**config.mk**
```make
export PLATFORM = sky130hd
export DESIGN_NAME = result_merger
export DESIGN_NICKNAME = d
export VERILOG_FILES = /design/src/rtl/result_merger.sv
export SDC_FILE = /design/constraint.sdc
export NUM_CORES = 1
export LEC_CHECK = 0
export ABC_AREA = 0
export CAP_MARGIN = 20
export CORE_UTILIZATION = 58
export CTS_CLUSTER_SIZE = 28
export DETAILED_ROUTE_END_ITERATION = 12
export PLACE_DENSITY = 0.83
export RECOVER_POWER = 100
export SKIP_LAST_GASP = 1
export SYNTH_ARGS = -nofsm -noshare
export SYNTH_HDL_FRONTEND = slang
export SYNTH_SLANG_ARGS = --single-unit
```
**constraint.sdc**
```tcl
create_clock -name clk -period 10.85 [get_ports clk]
set_clock_uncertainty 0.1 [all_clocks]
set_input_delay 2.17 -clock clk [delete_from_list [all_inputs] [get_ports clk]]
set_output_delay 2.17 -clock clk [all_outputs]
set_load 0.02 [all_outputs]
```
**src/rtl/result_merger.sv**
```systemverilog
// Tag-indexed reorder buffer merging two cores' completion streams back into
// program order, with a registered valid/ready writeback stage.
module result_merger #(
  parameter int SEQ_W  = 4,
  parameter int DATA_W = 32,
  parameter int ADDR_W = 12
) (
  input  logic              clk,
  input  logic              resetn,
  input  logic              c1_valid,
  output logic              c1_ready,
  input  logic [SEQ_W-1:0]  c1_seq,
  input  logic [ADDR_W-1:0] c1_addr,
  input  logic [DATA_W-1:0] c1_data,
  input  logic              c2_valid,
  output logic              c2_ready,
  input  logic [SEQ_W-1:0]  c2_seq,
  input  logic [ADDR_W-1:0] c2_addr,
  input  logic [DATA_W-1:0] c2_data,
  output logic              wb_valid,
  input  logic              wb_ready,
  output logic [SEQ_W-1:0]  wb_seq,
  output logic [ADDR_W-1:0] wb_addr,
  output logic [DATA_W-1:0] wb_data,
  output logic [SEQ_W:0]    occupancy,
  output logic              dup_err
);
  localparam int DEPTH = 1 << SEQ_W;

  logic [DEPTH-1:0]             r_vld;
  logic [DEPTH-1:0][ADDR_W-1:0] r_addr;
  logic [DEPTH-1:0][DATA_W-1:0] r_data;
  logic [SEQ_W-1:0]             r_head;
  logic                         r_wb_valid;
  logic [SEQ_W-1:0]             r_wb_seq;
  logic [ADDR_W-1:0]            r_wb_addr;
  logic [DATA_W-1:0]            r_wb_data;
  logic [SEQ_W:0]               r_occ;
  logic                         r_dup;

  logic w_c1_claim, w_acc1, w_acc2, w_commit, w_dup;
  logic [SEQ_W:0] w_occ_nxt;

  // Core 1 has priority on a shared tag, so core 2 yields whenever core 1 claims it.
  assign w_c1_claim = c1_valid && (c1_seq == c2_seq);
  assign c1_ready   = !r_vld[c1_seq];
  assign c2_ready   = !r_vld[c2_seq] && !w_c1_claim;
  assign w_acc1     = c1_valid && c1_ready;
  assign w_acc2     = c2_valid && c2_ready;
  assign w_dup      = w_c1_claim && c2_valid;
  assign w_commit   = r_vld[r_head] && (!r_wb_valid || wb_ready);
  assign w_occ_nxt  = r_occ + (SEQ_W+1)'(w_acc1) + (SEQ_W+1)'(w_acc2)
                    - (SEQ_W+1)'(w_commit);

  always_ff @(posedge clk) begin
    if (!resetn) begin
      r_vld      <= '0;
      r_head     <= '0;
      r_wb_valid <= 1'b0;
      r_wb_seq   <= '0;
      r_wb_addr  <= '0;
      r_wb_data  <= '0;
      r_occ      <= '0;
      r_dup      <= 1'b0;
    end else begin
      // Head slot is never writable while valid, so commit-clear and fill
      // cannot collide on the same slot.
      for (int i = 0; i < DEPTH; i++) begin
        if (w_commit && r_head == SEQ_W'(i)) r_vld[i] <= 1'b0;
        if (w_acc1 && c1_seq == SEQ_W'(i)) begin
          r_vld[i]  <= 1'b1;
          r_addr[i] <= c1_addr;
          r_data[i] <= c1_data;
        end
        if (w_acc2 && c2_seq == SEQ_W'(i)) begin
          r_vld[i]  <= 1'b1;
          r_addr[i] <= c2_addr;
          r_data[i] <= c2_data;
        end
      end
      if (w_commit) begin
        r_wb_valid <= 1'b1;
        r_wb_seq   <= r_head;
        r_wb_addr  <= r_addr[r_head];
        r_wb_data  <= r_data[r_head];
        r_head     <= r_head + SEQ_W'(1);
      end else if (r_wb_valid && wb_ready) begin
        r_wb_valid <= 1'b0;
      end
      r_occ <= w_occ_nxt;
      if (w_dup) r_dup <= 1'b1;
    end
  end

  assign wb_valid  = r_wb_valid;
  assign wb_seq    = r_wb_seq;
  assign wb_addr   = r_wb_addr;
  assign wb_data   = r_wb_data;
  assign occupancy = r_occ;
  assign dup_err   = r_dup;
endmodule

```
==> results of run 1 <==
## logic make-up after synthesis
logic type / after synthesis / synth area share [%]
adder cells (fa/ha/maj): 10 / 0.356
flip-flops: 779 / 57.6
AO/OA/AOI/OAI: 254 / 4.42
buffers and inverters: 270 / 3.65
XOR/XNOR: 8 / 0.178
multiplexers: 902 / 31.4
AND/OR/NAND/NOR: 187 / 2.43
## area by class of cell
class / instances / area share, %
Sequential cell: 779 / 52.1
Multi-Input combinational cell: 1361 / 35.3
Clock buffer: 125 / 5.31
Timing Repair Buffer: 202 / 4.15
Tap cell: 873 / 2.51
Clock inverter: 25 / 0.443
Inverter: 12 / 0.107
Antenna cell: 5 / 0.0288
## layout by cell type, fill, tap and decap left out, types with 12 or more instances in the layout
master | netlist | layout
nand2_1 | 65 | 69
nand3_1 | 65 | 66
dfxtp_1 | 75 | 73
a21oi_1 | 54 | 55
o22ai_4 | 0 | 12
clkbuf_1 | 158 | 68
mux4_2 | 184 | 184
a22oi_1 | 89 | 89
o21ai_0 | 51 | 50
clkinv_1 | 0 | 13
mux2_2 | 668 | 664
dlygate4sd3_1 | 0 | 60
clkdlybuf4s50_1 | 0 | 97
clkbuf_16 | 0 | 84
buf_4 | 0 | 12
edfxtp_1 | 704 | 704
mux2_1 | 13 | 39
## worst max-delay path, cell delays in order
cell and delay, ns:
dlygate4sd3_1 0.85, mux4_1 0.68, nor3b_2 0.62, o211ai_4 0.13, clkbuf_1 1.35, o22ai_4 0.64, clkbuf_1 2.45
## state kept, by name, summed over array words and instances (netlist names)
signal	cells
dup_err	1
occupancy	5
r_addr	192
r_data	512
r_head	4
r_vld	16
wb_addr	12
wb_data	32
wb_seq	4
wb_valid	1
## final timing paths
| path | slack, ns | endpoint | start | depth (start not counted) |
|---|---|---|---|---|
| worst max-delay path | 1.96 | r_data[132] | c2_seq[0] | 7 |
| worst min-delay path | 0.36 | wb_data[30] | wb_data[30] | 2 |
| worst max register to register | 4.08 | r_data[132] | r_vld[5] | 6 |
| worst min register to register | 0.36 | wb_data[30] | wb_data[30] | 2 |
## power breakdown
group	leakage, nW	internal [mW]	total, mW	switching (mW)
logic	5.81	0.548	1.13	0.580
registers	6.97	3.36	3.42	0.0576
clock network	1.20	1.49	2.65	1.15
## through the flow
stage,std cells,util [%]
5_1_grt,3382,64.7
3_3_place_gp,3227,61.5
2_1_floorplan,2410,-
6_report,3382,64.7
3_5_place_dp,3227,61.5
4_1_cts,3377,65.2
## per-layer routing
metal	wire (um)	vias to the layer above	global-route usage, %
met1	38800	11898	39.1
met5	23	-	0
li1	-	9704	-
met2	50300	1229	48.7
met3	8710	188	4.12
met4	2900	4	10.6
==> qor.yml, run 1 <==
maxCapViolCount: 36
initial_core_util_pct: 58.6
finalCritPeriodShare_pct: 81.9
nNetsFinal: 2549
clk_pin_slew_ns: 0.06
ioPinCount: 158
crit_path_max_fanout: 46
violations: "max-capacitance violations, max-slew violations"
grt_pass1_vias: 23874
yosysTopAreaCellShare_pct: 53.8
finalHoldViolCount: 0
timing.fmax_ghz: 0.113
finalWorstSetupSlack_ns: 1.96
ys_warn_count: 0
tns_ns: 0
drive_above_1_share_pct: 40.3
tritoncts: "done"
tightest_slew_ns: 4.15
post-cts-setup-buffer-count: 0
track_usage_pct: 29.1
ys.flop_type: "edfxtp_1"
power.total_mw: 7.20
synth_edf_count: 704
clock_sinks: 779
grt_pass1_wl_um: 151000
synthToLayoutAreaGrowth_pct: 10.5
synth.distinct_cells: 56
critPathRequiredTime_ns: 10.90
yosysMostFrequentCell: "edfxtp_1"
route.detailed.drc: 0
yosysTopAreaCell: "edfxtp_1"
final.fill_count: 4544
die_h_um: 262
setup_viol: 0
ctsHtreeMaxLevel: 3
root_buffer: "clkbuf_16"
ctsResizeCount: 0
wl_per_cell_um: 29.8
critPathKind: "primary input to flop"
status: "finished with violations"
p_per_area_mw_per_mm2: 166
slew-limit-headroom_pct: -176
ff_latch_area_mm2: 0.0226
antenna_found_initial: 7
startpoint_type: "primary input"
vias: 23023
fin_area_mm2: 0.0435
insertion_delay_ns: 0.64
finalCriticalPeriod_ns: 8.89
cts_buffer_depth: 3
synth_fp_nets: 2521
synth_area_per_cell_um2: 16.3
hold_path.class: "flop to flop"
multi_input_area_mm2: 0.0154
firstDrtPassIters: 6
hold_slack_ns: 0.359
yosys-top-cells-count: "edfxtp_1, mux2_2, mux4_2"
antenna_left: 0
placed_area_mm2: 0.0413
grt_max_degree: 151
ys_ff_latch: 779
grt_setup_unrepaired: "false"
synthTopCellsByArea: "edfxtp_1, mux2_2, mux4_2, dfxtp_1, a22oi_1"
syn_area_mm2: 0.0393
ctsHoldBuffers: 0
cts_buffers: 82
async_flop_share_pct: 0
worstPathArrival_ns: 8.94
fp.dieW_um: 262
syn_inst: 2410
gp_congestion: 0.903
wl_um: 101000
endpoint_kind: "flop"
place_ws_ns: 3.69
power_leakage_nw: 14.0
vdd_drop_max_v: 0.000152
drt-vias-per-instance: 6.81
fp.dieArea_mm2: 0.0688
seq_area_frac_synth_pct: 57.6
rows: 95
drt-initial-drc-count: 2573
gr-total-overflow: 0
finalMaxSlewViolations: 1537
hpwl_um: 53800
coreArea_mm2: 0.0672
io_buffers: 157
Note: power is estimated with default switching activity, not from simulation.
==> run 2, diff against run 1 <==
--- a/config.mk
+++ b/config.mk
@@ -7,7 +7,7 @@
 export LEC_CHECK = 0
 export ABC_AREA = 0
 export CAP_MARGIN = 20
-export CORE_UTILIZATION = 58
+export CORE_UTILIZATION = 56
 export CTS_CLUSTER_SIZE = 28
 export DETAILED_ROUTE_END_ITERATION = 12
 export PLACE_DENSITY = 0.83
==> constraint.sdc (replaced) <==
create_clock -name clk -period 7.2 [get_ports clk]
set_clock_uncertainty 0.1 [all_clocks]
set_input_delay 1.44 -clock clk [delete_from_list [all_inputs] [get_ports clk]]
set_output_delay 1.44 -clock clk [all_outputs]
set_load 0.02 [all_outputs]
==> run 2 against run 1 <==
Highest routed layer is now met4; the run still ends with max-capacitance violations, max-slew violations left; final area is 0.60% higher; critical path depth fell by 1; core utilization decreased by 1.4 points; worst hold slack about the same; critical path type unchanged.
==> qor.yml, run 2 (synthesis results as in run 1) <==
finalMaxSlewViolations: 1277  # -17%
fp.dieArea_mm2: 0.0713  # +3.5%
coreArea_mm2: 0.0691  # +2.8%
violations: "max-capacitance violations, max-slew violations"
post-cts-setup-buffer-count: 0  # unchanged
status: "finished with violations"
power_leakage_nw: 14.1  # +0.99%
fp.dieW_um: 267  # +1.8%
reg2reg_from: "r_head[1]"
io_buffers: 157  # unchanged
ctsHoldBuffers: 0  # unchanged
timing.fmax_ghz: 0.157
top_register: "r_data"
grt_pass1_wl_um: 149000  # -1.5%
drt-initial-drc-count: 2299  # -11%
finalWorstSetupSlack_ns: 0.833  # -1.13 ns
clock_sinks: 779  # unchanged
place_ws_ns: 1.44  # -2.25 ns
final_cell_mix: "edfxtp_1, mux2_2, mux4_2"
track_usage_pct: 27.8  # -1.3 points
gp_congestion: 0.942  # +4.3%
vdd_drop_max_v: 0.000201  # +32%
nNetsFinal: 2551  # +0.078%
cp-startpoint: "c2_seq[0]"
gr-total-overflow: 0  # unchanged
grt_setup_unrepaired: "false"
antenna_found_initial: 6  # -1
startpoint_type: "primary input"
cts_buffers: 82  # unchanged
worstPathArrival_ns: 6.42  # -2.52 ns
r2r_cells: 5  # -1
vias: 22844  # -0.78%
crit_path_max_fanout: 44  # -4.3%
hold_path.class: "flop to flop"
hold_depth: 2  # unchanged
slew-limit-headroom_pct: -137  # +40 points
synthToLayoutAreaGrowth_pct: 11.2
finalCritPeriodShare_pct: 88.4
finalHoldViolCount: 0  # unchanged
drt-vias-per-instance: 6.63  # -2.6%
rrSetupSlack_ns: 1.52  # -2.56 ns
rows: 96  # +1.1%
wl_per_cell_um: 28.4  # -4.8%
maxCapViolCount: 30  # -17%
ioPinCount: 158  # unchanged
tns_ns: 0  # unchanged
tritoncts: "done"
p_per_area_mw_per_mm2: 253  # +53%
critPathRequiredTime_ns: 7.25  # -3.65 ns
power.total_mw: 11.1  # +54%
drive_above_1_share_pct: 41.4  # +1.2 points
ctsHtreeMaxLevel: 3  # unchanged
tightest_slew_ns: 3.55  # -0.594 ns
antenna_left: 0  # unchanged
grt_max_degree: 102  # -32%
insertion_delay_ns: 0.63  # about the same
hold_slack_ns: 0.359  # +0.000119 ns
firstDrtPassIters: 5  # -1
ctsResizeCount: 0  # unchanged
largest_register_ffs: 512  # unchanged
die_h_um: 267  # +1.8%
cts_buffer_depth: 3  # unchanged
r2r_end: "wb_addr[11]"
hpwl_um: 55200  # +2.6%
layout_commonest_cell: "edfxtp_1"
clk_pin_slew_ns: 0.05  # about the same
endpoint: "r_data[428]"
critPathKind: "primary input to flop"
setup_viol: 0  # unchanged
initial_core_util_pct: 56.9  # -1.6 points
instances_no_fill: 3445  # +1.9%
route.detailed.drc: 0  # unchanged
finalCriticalPeriod_ns: 6.37
dpl.cell_count: 3286  # +1.8%
grt_pass1_vias: 24052  # +0.75%
root_buffer: "clkbuf_16"
wl_um: 97700  # -3.0%
endpoint_kind: "flop"
==> run 2: cell types whose count changed in the layout (fill, tap and decap cells not counted), moves of 5 or more <==
cell,delta
clkbuf_8,+5
buf_4,+5
clkinv_2,+5
clkbuf_1,-34
clkbuf_2,+15
==> run 2: worst min-delay path by stage <==
stage / start / endpoint / slack (ns)
floorplan: r_vld[14] / r_vld[14] / 0.39
global placement: wb_data[4] / wb_data[4] / 0.35
detailed placement: wb_addr[0] / wb_addr[0] / 0.36
CTS: wb_data[30] / wb_data[30] / 0.36
global route: wb_addr[0] / wb_addr[0] / 0.37
finish: wb_addr[2] / wb_addr[2] / 0.36
==> run 2: final cells by class <==
class                   count  area [um^2]
inverters                  12         46.3
flip-flops and latches    779        22600
fillers                  4782        25300
well taps                 931         1160
multi-input cells        1361        15300
clock inverters            36          313
diodes                      6         15.0
clock buffers             116         2360
repair buffers            204         1850
==> run 2: worst max-delay path, cell delays in order <==
cell and delay [ns]:
dlygate4sd3_1 0.87, mux4_2 0.63, a211oi_4 0.31, nand2_1 0.33
o22ai_4 0.28, clkbuf_1 2.51
==> run 2: report_power, final <==
group / switching (mW) / leakage [nW] / internal, mW
logic: 0.857 / 5.86 / 0.823
clock network: 1.75 / 1.29 / 2.47
registers: 0.105 / 6.97 / 5.07
==> run 2: metrics by stage <==
stage | area (um^2) | util, %
floorplan | 39300 | -
global route | 43700 | 63.3
finish | 43700 | 63.3
detailed placement | 41400 | 59.9
CTS | 44000 | 63.8
global placement | 41400 | 59.9
==> run 2: routing by layer <==
metal | up-vias | GRT usage [%] | wire (um)
met5 | - | 0 | 0
met4 | 0 | 8.40 | 2580
met3 | 183 | 4.67 | 7150
met2 | 1026 | 47.3 | 49800
met1 | 11935 | 36.7 | 38200
li1 | 9700 | - | -
